--- config.mk ---
export PLATFORM = sky130hd
export DESIGN_NAME = bin2bcd_flat
export DESIGN_NICKNAME = d
export VERILOG_FILES = /design/src/rtl/bin2bcd_pkg.sv /design/src/rtl/bin2bcd_if.sv /design/src/rtl/bcd_digit_adj.sv /design/src/rtl/bin2bcd.sv /design/src/flat_wrapper.sv
export SDC_FILE = /design/constraint.sdc
export NUM_CORES = 1
export LEC_CHECK = 0
export BUFFER_PORTS_ARGS = -buffer_cell sky130_fd_sc_hd__buf_2
export CORE_ASPECT_RATIO = 1.5
export CORE_UTILIZATION = 40
export DETAILED_ROUTE_END_ITERATION = 10
export PLACE_DENSITY_LB_ADDON = 0.1
export SYNTH_ARGS = -nofsm -noshare
export SYNTH_HDL_FRONTEND = slang
export SYNTH_HIERARCHICAL = 1
export SYNTH_SLANG_ARGS = --single-unit
--- constraint.sdc ---
create_clock -name clk -period 1.6 [get_ports clk]
set_clock_uncertainty 0.15 [all_clocks]
set_input_delay 0.16 -clock clk [delete_from_list [all_inputs] [get_ports clk]]
set_output_delay 0.16 -clock clk [all_outputs]
set_load 0.01 [all_outputs]
--- src/rtl/bin2bcd_pkg.sv ---
// rtl/bin2bcd_pkg.sv - shared widths and FSM state type for the bin2bcd block
//
// Purpose : constants and the two-state FSM encoding used by bin2bcd,
//           its bus interface and its testbench.
// Contents: BIN_W  - binary operand width
//           BCD_W  - packed BCD result width (2-bit hundreds, 4-bit tens, 4-bit ones)
//           ITER   - shift iterations per conversion (one per operand bit)
//           CNT_W  - iteration counter width
//           state_t - {IDLE, SHIFT}
package bin2bcd_pkg;

  localparam int BIN_W = 8;
  localparam int BCD_W = 10;
  localparam int ITER  = 8;
  localparam int CNT_W = $clog2(ITER);

  typedef enum logic {
    IDLE  = 1'b0,
    SHIFT = 1'b1
  } state_t;

endpackage

--- src/rtl/bin2bcd_if.sv ---
// rtl/bin2bcd_if.sv - request/result bundle between a requester and bin2bcd
//
// Purpose : groups the conversion request and result signals.
// Signals : start   - conversion request, sampled on rising clk
//           bin_in  - unsigned operand, sampled together with start
//           busy    - conversion in progress
//           done    - one-cycle pulse, new result on bcd_out
//           bcd_out - packed BCD result {hundreds[1:0], tens[3:0], ones[3:0]}
// Modports: master - requester side (drives start/bin_in)
//           slave  - converter side (drives busy/done/bcd_out)
interface bin2bcd_if;
  import bin2bcd_pkg::*;

  logic             start;
  logic [BIN_W-1:0] bin_in;
  logic             busy;
  logic             done;
  logic [BCD_W-1:0] bcd_out;

  modport master (
    output start,
    output bin_in,
    input  busy,
    input  done,
    input  bcd_out
  );

  modport slave (
    input  start,
    input  bin_in,
    output busy,
    output done,
    output bcd_out
  );

endinterface

--- src/rtl/bcd_digit_adj.sv ---
// rtl/bcd_digit_adj.sv - double-dabble digit correction (add 3 when digit >= 5)
//
// Purpose : combinational pre-shift correction for one 4-bit BCD digit, so
//           that the following left shift carries correctly into the next digit.
// Ports   : digit_in  - current BCD digit (0..9)
//           digit_out - digit_in + 3 when digit_in >= 5, else digit_in
module bcd_digit_adj (
  input  logic [3:0] digit_in,
  output logic [3:0] digit_out
);

  assign digit_out = (digit_in >= 4'd5) ? digit_in + 4'd3 : digit_in;

endmodule

--- src/rtl/bin2bcd.sv ---
// rtl/bin2bcd.sv - iterative 8-bit binary to 3-digit BCD converter
//
// Purpose : converts an 8-bit unsigned operand to packed BCD with the
//           shift-add-3 algorithm, one operand bit per clock. Fixed latency:
//           done pulses in the cycle after the 8th shift edge.
// Ports   : clk   - single clock, rising edge
//           rst_n - asynchronous active-low reset
//           bus   - bin2bcd_if.slave (start, bin_in in; busy, done, bcd_out out)
module bin2bcd
  import bin2bcd_pkg::*;
(
  input  logic     clk,
  input  logic     rst_n,
  bin2bcd_if.slave bus
);

  state_t             state_q, state_d;
  logic [BIN_W-1:0]   sh_q, sh_d;
  logic [1:0]         hund_q, hund_d;
  logic [3:0]         tens_q, tens_d;
  logic [3:0]         ones_q, ones_d;
  logic [CNT_W-1:0]   cnt_q, cnt_d;
  logic               busy_q, busy_d;
  logic               done_q, done_d;
  logic [BCD_W-1:0]   bcd_q, bcd_d;

  logic [3:0]         tens_adj;
  logic [3:0]         ones_adj;
  logic [BCD_W+BIN_W-1:0] shifted;

  // Hundreds is never >= 5 before the final shift (max pre-shift value is 1),
  // so only tens and ones get corrected.
  bcd_digit_adj u_adj_tens (
    .digit_in  (tens_q),
    .digit_out (tens_adj)
  );

  bcd_digit_adj u_adj_ones (
    .digit_in  (ones_q),
    .digit_out (ones_adj)
  );

  // Corrected digits and operand shifted left as one vector; the bit shifted
  // out of the 2-bit hundreds digit falls off the top (it is always 0).
  assign shifted = {hund_q, tens_adj, ones_adj, sh_q} << 1;

  always_ff @(posedge clk or negedge rst_n) begin
    if (!rst_n) begin
      state_q <= IDLE;
      sh_q    <= '0;
      hund_q  <= '0;
      tens_q  <= '0;
      ones_q  <= '0;
      cnt_q   <= '0;
      busy_q  <= 1'b0;
      done_q  <= 1'b0;
      bcd_q   <= '0;
    end else begin
      state_q <= state_d;
      sh_q    <= sh_d;
      hund_q  <= hund_d;
      tens_q  <= tens_d;
      ones_q  <= ones_d;
      cnt_q   <= cnt_d;
      busy_q  <= busy_d;
      done_q  <= done_d;
      bcd_q   <= bcd_d;
    end
  end

  always_comb begin
    state_d = state_q;
    sh_d    = sh_q;
    hund_d  = hund_q;
    tens_d  = tens_q;
    ones_d  = ones_q;
    cnt_d   = cnt_q;
    done_d  = 1'b0;
    bcd_d   = bcd_q;

    unique case (state_q)
      IDLE: begin
        if (bus.start) begin
          sh_d    = bus.bin_in;
          hund_d  = '0;
          tens_d  = '0;
          ones_d  = '0;
          cnt_d   = '0;
          state_d = SHIFT;
        end
      end
      SHIFT: begin
        hund_d = shifted[BCD_W+BIN_W-1 -: 2];
        tens_d = shifted[BIN_W+7 -: 4];
        ones_d = shifted[BIN_W+3 -: 4];
        sh_d   = shifted[BIN_W-1:0];
        cnt_d  = cnt_q + CNT_W'(1);
        if (cnt_q == CNT_W'(ITER - 1)) begin
          // Only the completed digits ever reach bcd_out.
          bcd_d   = shifted[BCD_W+BIN_W-1 -: BCD_W];
          done_d  = 1'b1;
          state_d = IDLE;
        end
      end
      default: state_d = IDLE;
    endcase

    // Registered busy mirrors the state being entered.
    busy_d = (state_d == SHIFT);
  end

  assign bus.busy    = busy_q;
  assign bus.done    = done_q;
  assign bus.bcd_out = bcd_q;

endmodule

--- src/flat_wrapper.sv ---
// flat-port wrapper written by rule: the top's interface ports become plain ports
module bin2bcd_flat import bin2bcd_pkg::*;
  (clk, rst_n, bus_start, bus_bin_in, bus_busy, bus_done, bus_bcd_out);
  bin2bcd_if bus_i ();
  input  logic clk;
  input  logic rst_n;
  input wire logic [$bits(bus_i.start)-1:0] bus_start;
  input wire logic [$bits(bus_i.bin_in)-1:0] bus_bin_in;
  output wire logic [$bits(bus_i.busy)-1:0] bus_busy;
  output wire logic [$bits(bus_i.done)-1:0] bus_done;
  output wire logic [$bits(bus_i.bcd_out)-1:0] bus_bcd_out;
  assign bus_i.start = bus_start;
  assign bus_i.bin_in = bus_bin_in;
  assign bus_busy = bus_i.busy;
  assign bus_done = bus_i.done;
  assign bus_bcd_out = bus_i.bcd_out;
  bin2bcd u_core (.clk(clk), .rst_n(rst_n), .bus(bus_i));
endmodule
# Yosys cells after proc, flatten, opt, wreduce, memory -nomap -nowiden

Index checks and enable logic that the tools add are counted.

Flip-flop bits (word level): 32
Input port bits: 11
Output and inout port bits: 12
Word-level logic and storage cells: 33

Add/subtract/negate cells: 3
Order comparisons: 2
Eq/ne operators: 2
Muxes and demuxes: 16
Bitwise logic cells: 1
Reductions and logical operators: 1

Operators by type and width:

| kind                                                                                 | number |
|---|---|
| 4-bit case mux with 2 select lines                                                   | 2 |
| 8-bit case mux with 2 select lines                                                   | 1 |
| 4-bit 2-to-1 mux                                                                     | 3 |
| 4-bit by 2-bit adder with 4-bit output (second input constant)                       | 2 |
| 4-bit by 3-bit greater-or-equal comparator with 1-bit output (second input constant) | 2 |
| 8-bit 2-to-1 mux                                                                     | 1 |
| 3-bit case mux with 2 select lines                                                   | 1 |
| 1-bit 2-to-1 mux                                                                     | 5 |
| 1-bit case mux with 2 select lines                                                   | 2 |
| 3-bit by 1-bit adder with 3-bit output (second input constant)                       | 1 |
| 3-bit == test (second input constant)                                                | 1 |
| 3-bit 2-to-1 mux                                                                     | 1 |
| 2-bit inequality test (second input constant)                                        | 1 |
| 2-bit AND reduction                                                                  | 1 |
| 1-bit NOT                                                                            | 1 |

# Depth between registers and ports, before layout

Depth in word-level cells: 3
Depth in mapped cells: 6
Mapped depth without buffers: 6

# Cells and area by module

Netlist, hierarchy kept.

Modules (own cells, without submodules):

| module        | times used | cells an instance | area each (µm²) | seq. area each (µm²) |
|---|---|---|---|---|
| bin2bcd       | 1          | 90                | 1251.2          | 800.8 |
| bcd_digit_adj | 2          | 16                | 101.3           | 0.0 |

# Worst setup path before layout

OpenSTA, ideal clock, no wires.

Kind: reg-to-reg
Start point: register u_core.cnt_q[0]
End point: register u_core.bcd_q[0] (netlist: u_core/bus.bcd_out[0])
Setup time: 0.125 ns
Arrival: 1.362 ns
Data required time: 1.325 ns
Setup slack: -0.036 ns
Cell stages (with the launch flop): 6
Path buffers: 1
Period minus slack after synthesis: 1.636 ns
Path through: dfrtp_1 -> ha_1 -> ha_1 -> nand2_1 -> buf_2 -> mux2_2

Cells in the longest elaborated chain, start to end: 2

Ends and longest elaborated chain:

| element                       | line          | source |
|---|---|---|
| start, declared               | bin2bcd.sv:22 | `logic [CNT_W-1:0] cnt_q, cnt_d;` |
| start signal, assigned        | bin2bcd.sv:64 | `cnt_q <= cnt_d;` |
| 3-bit == test                 | bin2bcd.sv:98 | `if (cnt_q == CNT_W'(ITER - 1)) begin` |
| 2-bit AND reduction (no line) | -             |  |
| end signal, assigned          | bin2bcd.sv:57 | `bcd_q <= '0;` |
| end signal, assigned          | bin2bcd.sv:67 | `bcd_q <= bcd_d;` |
| end, declared                 | bin2bcd.sv:25 | `logic [BCD_W-1:0] bcd_q, bcd_d;` |

No other way between the ends.
A chain may end at the register's enable or synchronous reset.

# Worst setup path in the final report

Start point: register u_core.cnt_q[1]
End point: register u_core.bcd_q[0] (netlist: u_core/bus.bcd_out[0])

Same word-level chain as after synthesis.

==> key figures <==
Route
  – Detail Route met2 WL: roughly 1.6 mm
  – Metal1 wirelength: ~1.2 mm
  – Met3 Routed Length: 98 um
  – DRC viols: 0
  – Via density: a little over 5
  – Wirelength per Cell: 14.3 um
  – Routed Antenna Nets: 0
  – DRT Pass-1 Iters: 4
  – Starting DRT DRC Count: 9
  – Detailed-route via count: about 1,100
  – Drt total wl: between 2 and 3 mm
  – Top Layer Used: met4

STA
  – WHS: ~12 ps
  – Final worst slack: ~20 ps
  – Least-Margin Pin Slew: 414 ps
  – Final period utilization: between 90 and 100%
  – Minimum clock period: approximately 1600 ps
  – Rel. slew slack: between 70 and 80%
  – Final Setup Violations: 0
  – F_max: approximately 630 MHz
  – Hold Violations, Final: 0
  – RSZ-0062 raised after global routing: true
  – Max Slew Vio Count: 0

Logic synthesis
  – Post-Synth Adder-Cell Area: under 10%
  – XOR/XNOR Fraction of Synth Area: under 10%
  – Simple-Gate Fraction of Synth Area: between 7 and 8%
  – Mux share of post-synthesis cell area: between 10% and 20%
  – Synth unique cells: 17
  – Synthesized cell area: ~1500 um2
  – Syn_nets: between 100 and 150
  – Mapped Avg Cell Area: approximately 12 um2
  – Seq/Total Area, Yosys: 55.1%
  – #FFs+latches synth: 32
  – Synth Area in Compound Gates: about an eighth
  – Post-Synthesis Cells: between 100 and 150
  – Main combinational cell family by area after synthesis: multiplexers
  – Yosys Warn Count: 6

Global route
  – Vias in the first global route: roughly 1,100
  – Global-route wire length before repair: a little under 5 mm
  – Initial antenna violation count: 0
  – Largest net degree at the start of global routing: 33
  – Global route overflow: 0
  – GRT Overall Usage: approximately 18%

Power
  – Maximum VDD drop: 1.17 mV
  – Sequential share of power: between 30% and 40%
  – Net Sw Frac: between 30% and 40%
  – Combinational group share of total power: 49.9%
  – Sw power: 1.46 mW
  – Pwr/cell area: between 2000 and 2500 nW/um2
  – Static Leak: between 0.9 and 1 nW
  – Pint: ~2.7 mW
  – Clk pwr share: between 10% and 20%

Clock network
  – Clk slew on worst S/H paths: around 70 ps
  – Clk Tree Root Cell: clkbuf_8
  – Clock Sinks: 32
  – CTS max path bufs: 2
  – Cts bufs inserted: 5
  – H-Tree Depth: 2
  – Clk_lat worst skew: about 280 ps
  – CTS tree: yes

Outcome
  – Status: completed

Setup path
  – CP max FO: 6
  – Worst Path Arrival: between 1500 and 2000 ps
  – Worst Setup Path Type: reg -> reg
  – Critical Path Source Type: flop
  – Required @ worst endpoint: around 1600 ps
  – FF-to-FF setup slack: between 20 and 25 ps
  – CP Capture Type: flop

Min path
  – Worst Hold Class: in -> reg

Finish
  – Storage element area: about 800 um2
  – Multi-input logic area: about 700 um2
  – Filler cell count: about 340
  – Final core occ: a little under three fifths
  – Share of layout cells above drive strength 1: between 40 and 50%
  – Layout Cells excl Fill: 207
  – Area Growth Syn to Fin: 34.4%
  – Final Net Count: approximately 180
  – Ant diodes: 0

Floorplan
  – Die area: between 3000 and 4000 um2
  – Cell Rows: 26
  – DIE WIDTH: around 50 um
  – I/O pin cnt: 23
  – Core area: approximately 3400 um2
  – Die Y: roughly 76 um
  – Initial Util: 42.2%

Flow run
  – Max Cap Viol: 0

Placed design
  – Place WS: -29.8 ps
  – DPL Wire Length: between 1.5 and 2 mm
  – Gpl congestion: 0.703
  – PortBufs: 22
  – Post-Place Cells: approximately 190
[state kept, by name, summed over array words and instances (netlist names)]
register            count
u_core/bus.busy         1
u_core/ones_q           4
u_core/tens_q           4
u_core/sh_q             8
u_core/bus.bcd_out     10
u_core/bus.done         1
u_core/hund_q           1
u_core/cnt_q            3
[synth_stat cells]
cell	instances	share of area (%)
dfrtp_1	32	55
nand2_1	16	4.1
a22o_1	11	6.6
mux2i_1	11	7.6
mux2_2	10	7.7
o21ai_0	9	3.1
ha_1	6	5.2
inv_1	5	1.3
nand2b_1	5	2.2
buf_2	4	1.4
nor2_1	4	1.0
a21oi_2	2	1.2
o21ai_1	2	0.69
xnor2_1	2	1.2
a21oi_1	1	0.34
buf_4	1	0.52
buf_6	1	0.77
[layer usage]
| metal | track usage (%) | vias to the layer above |
|---|---|---|
| met3 | 5.59 | 4 |
| li1 | - | 508 |
| met5 | 0 | - |
| met2 | 32.5 | 16 |
| met4 | 8.11 | 0 |
| met1 | 19.0 | 527 |
[cell usage in the layout (no fill, tap or decap), types with 2 or more instances in the layout]
master          n
dfrtp_1        32
buf_2          22
buf_4          15
nand2_1        15
a22o_1         11
mux2i_1        10
o21ai_0         8
clkbuf_8        6
mux2_4          6
nor2_1          4
mux2_2          4
inv_1           3
nand2b_1        3
ha_2            3
o21ai_1         3
clkinv_2        2
dlygate4sd3_1   2
ha_4            2
inv_2           2
nand2b_4        2
a21oi_4         2
[metrics by stage]
step	TNS, ps	power [mW]	cell area (um2)
floorplan	0	2.50	1460
global placement	-6.08	3.01	1690
detailed placement	-236	3.09	1690
CTS	0	3.95	1890
global route	-74.0	4.44	1950
finish	0	4.13	1950
[critical path, cell delays in order (launching register included)]
cell and delay, ps:
dfrtp_1 390, ha_2 210, ha_4 170, nand2_4 90
buf_12 130, mux2_2 330
[final timing paths]
path                            startpoint  depth (start not counted)               endpoint
setup / recovery           u_core/cnt_q[1]                          5  u_core/bus.bcd_out[0]
min in group asynchronous            rst_n                          3       u_core/ones_q[2]
hold / removal               bus_bin_in[3]                          3         u_core/sh_q[3]
setup reg to reg           u_core/cnt_q[1]                          5  u_core/bus.bcd_out[0]
hold reg to reg             u_core/sh_q[6]                          2         u_core/sh_q[7]
max in group asynchronous            rst_n                          3        u_core/bus.done
[cell families (layout without fill, tap and decap cells)]
kind of cell,after synthesis,after routing
AOI/OAI and AO/OA,25,25
buffers and inverters,11,54
and+or+nand+nor,25,25
adders and majority gates,6,6
xor gates and xnor gates,2,2
muxes,21,21
DFF,32,32
[what timing repair did]
action,in CTS,in global routing
setup buffers,2,1
resized for setup,10,15
hold buffers,2,0
pin swaps,4,3
endpoints found under the hold margin,33,0
setup endpoints to repair,12,12
gates cloned,1,0
[power groups by stage]
stage	clock network (mW)	logic (mW)	registers (mW)
6_report	0.639	2.06	1.43
5_1_grt	0.683	2.28	1.48
4_1_cts	0.653	1.87	1.42
3_5_place_dp	0	1.68	1.41
3_3_place_gp	0	1.62	1.39
2_1_floorplan	0	1.06	1.43
[layout make-up]
cell class	instances	area share [%]
clock inverters	2	0.512
well taps	42	2.69
repair buffers	41	14.9
flip-flops and latches	32	41.0
clock buffers	6	4.23
inverters	5	0.960
multi-input cells	79	35.8
Note: power is estimated with default switching activity, not from simulation.
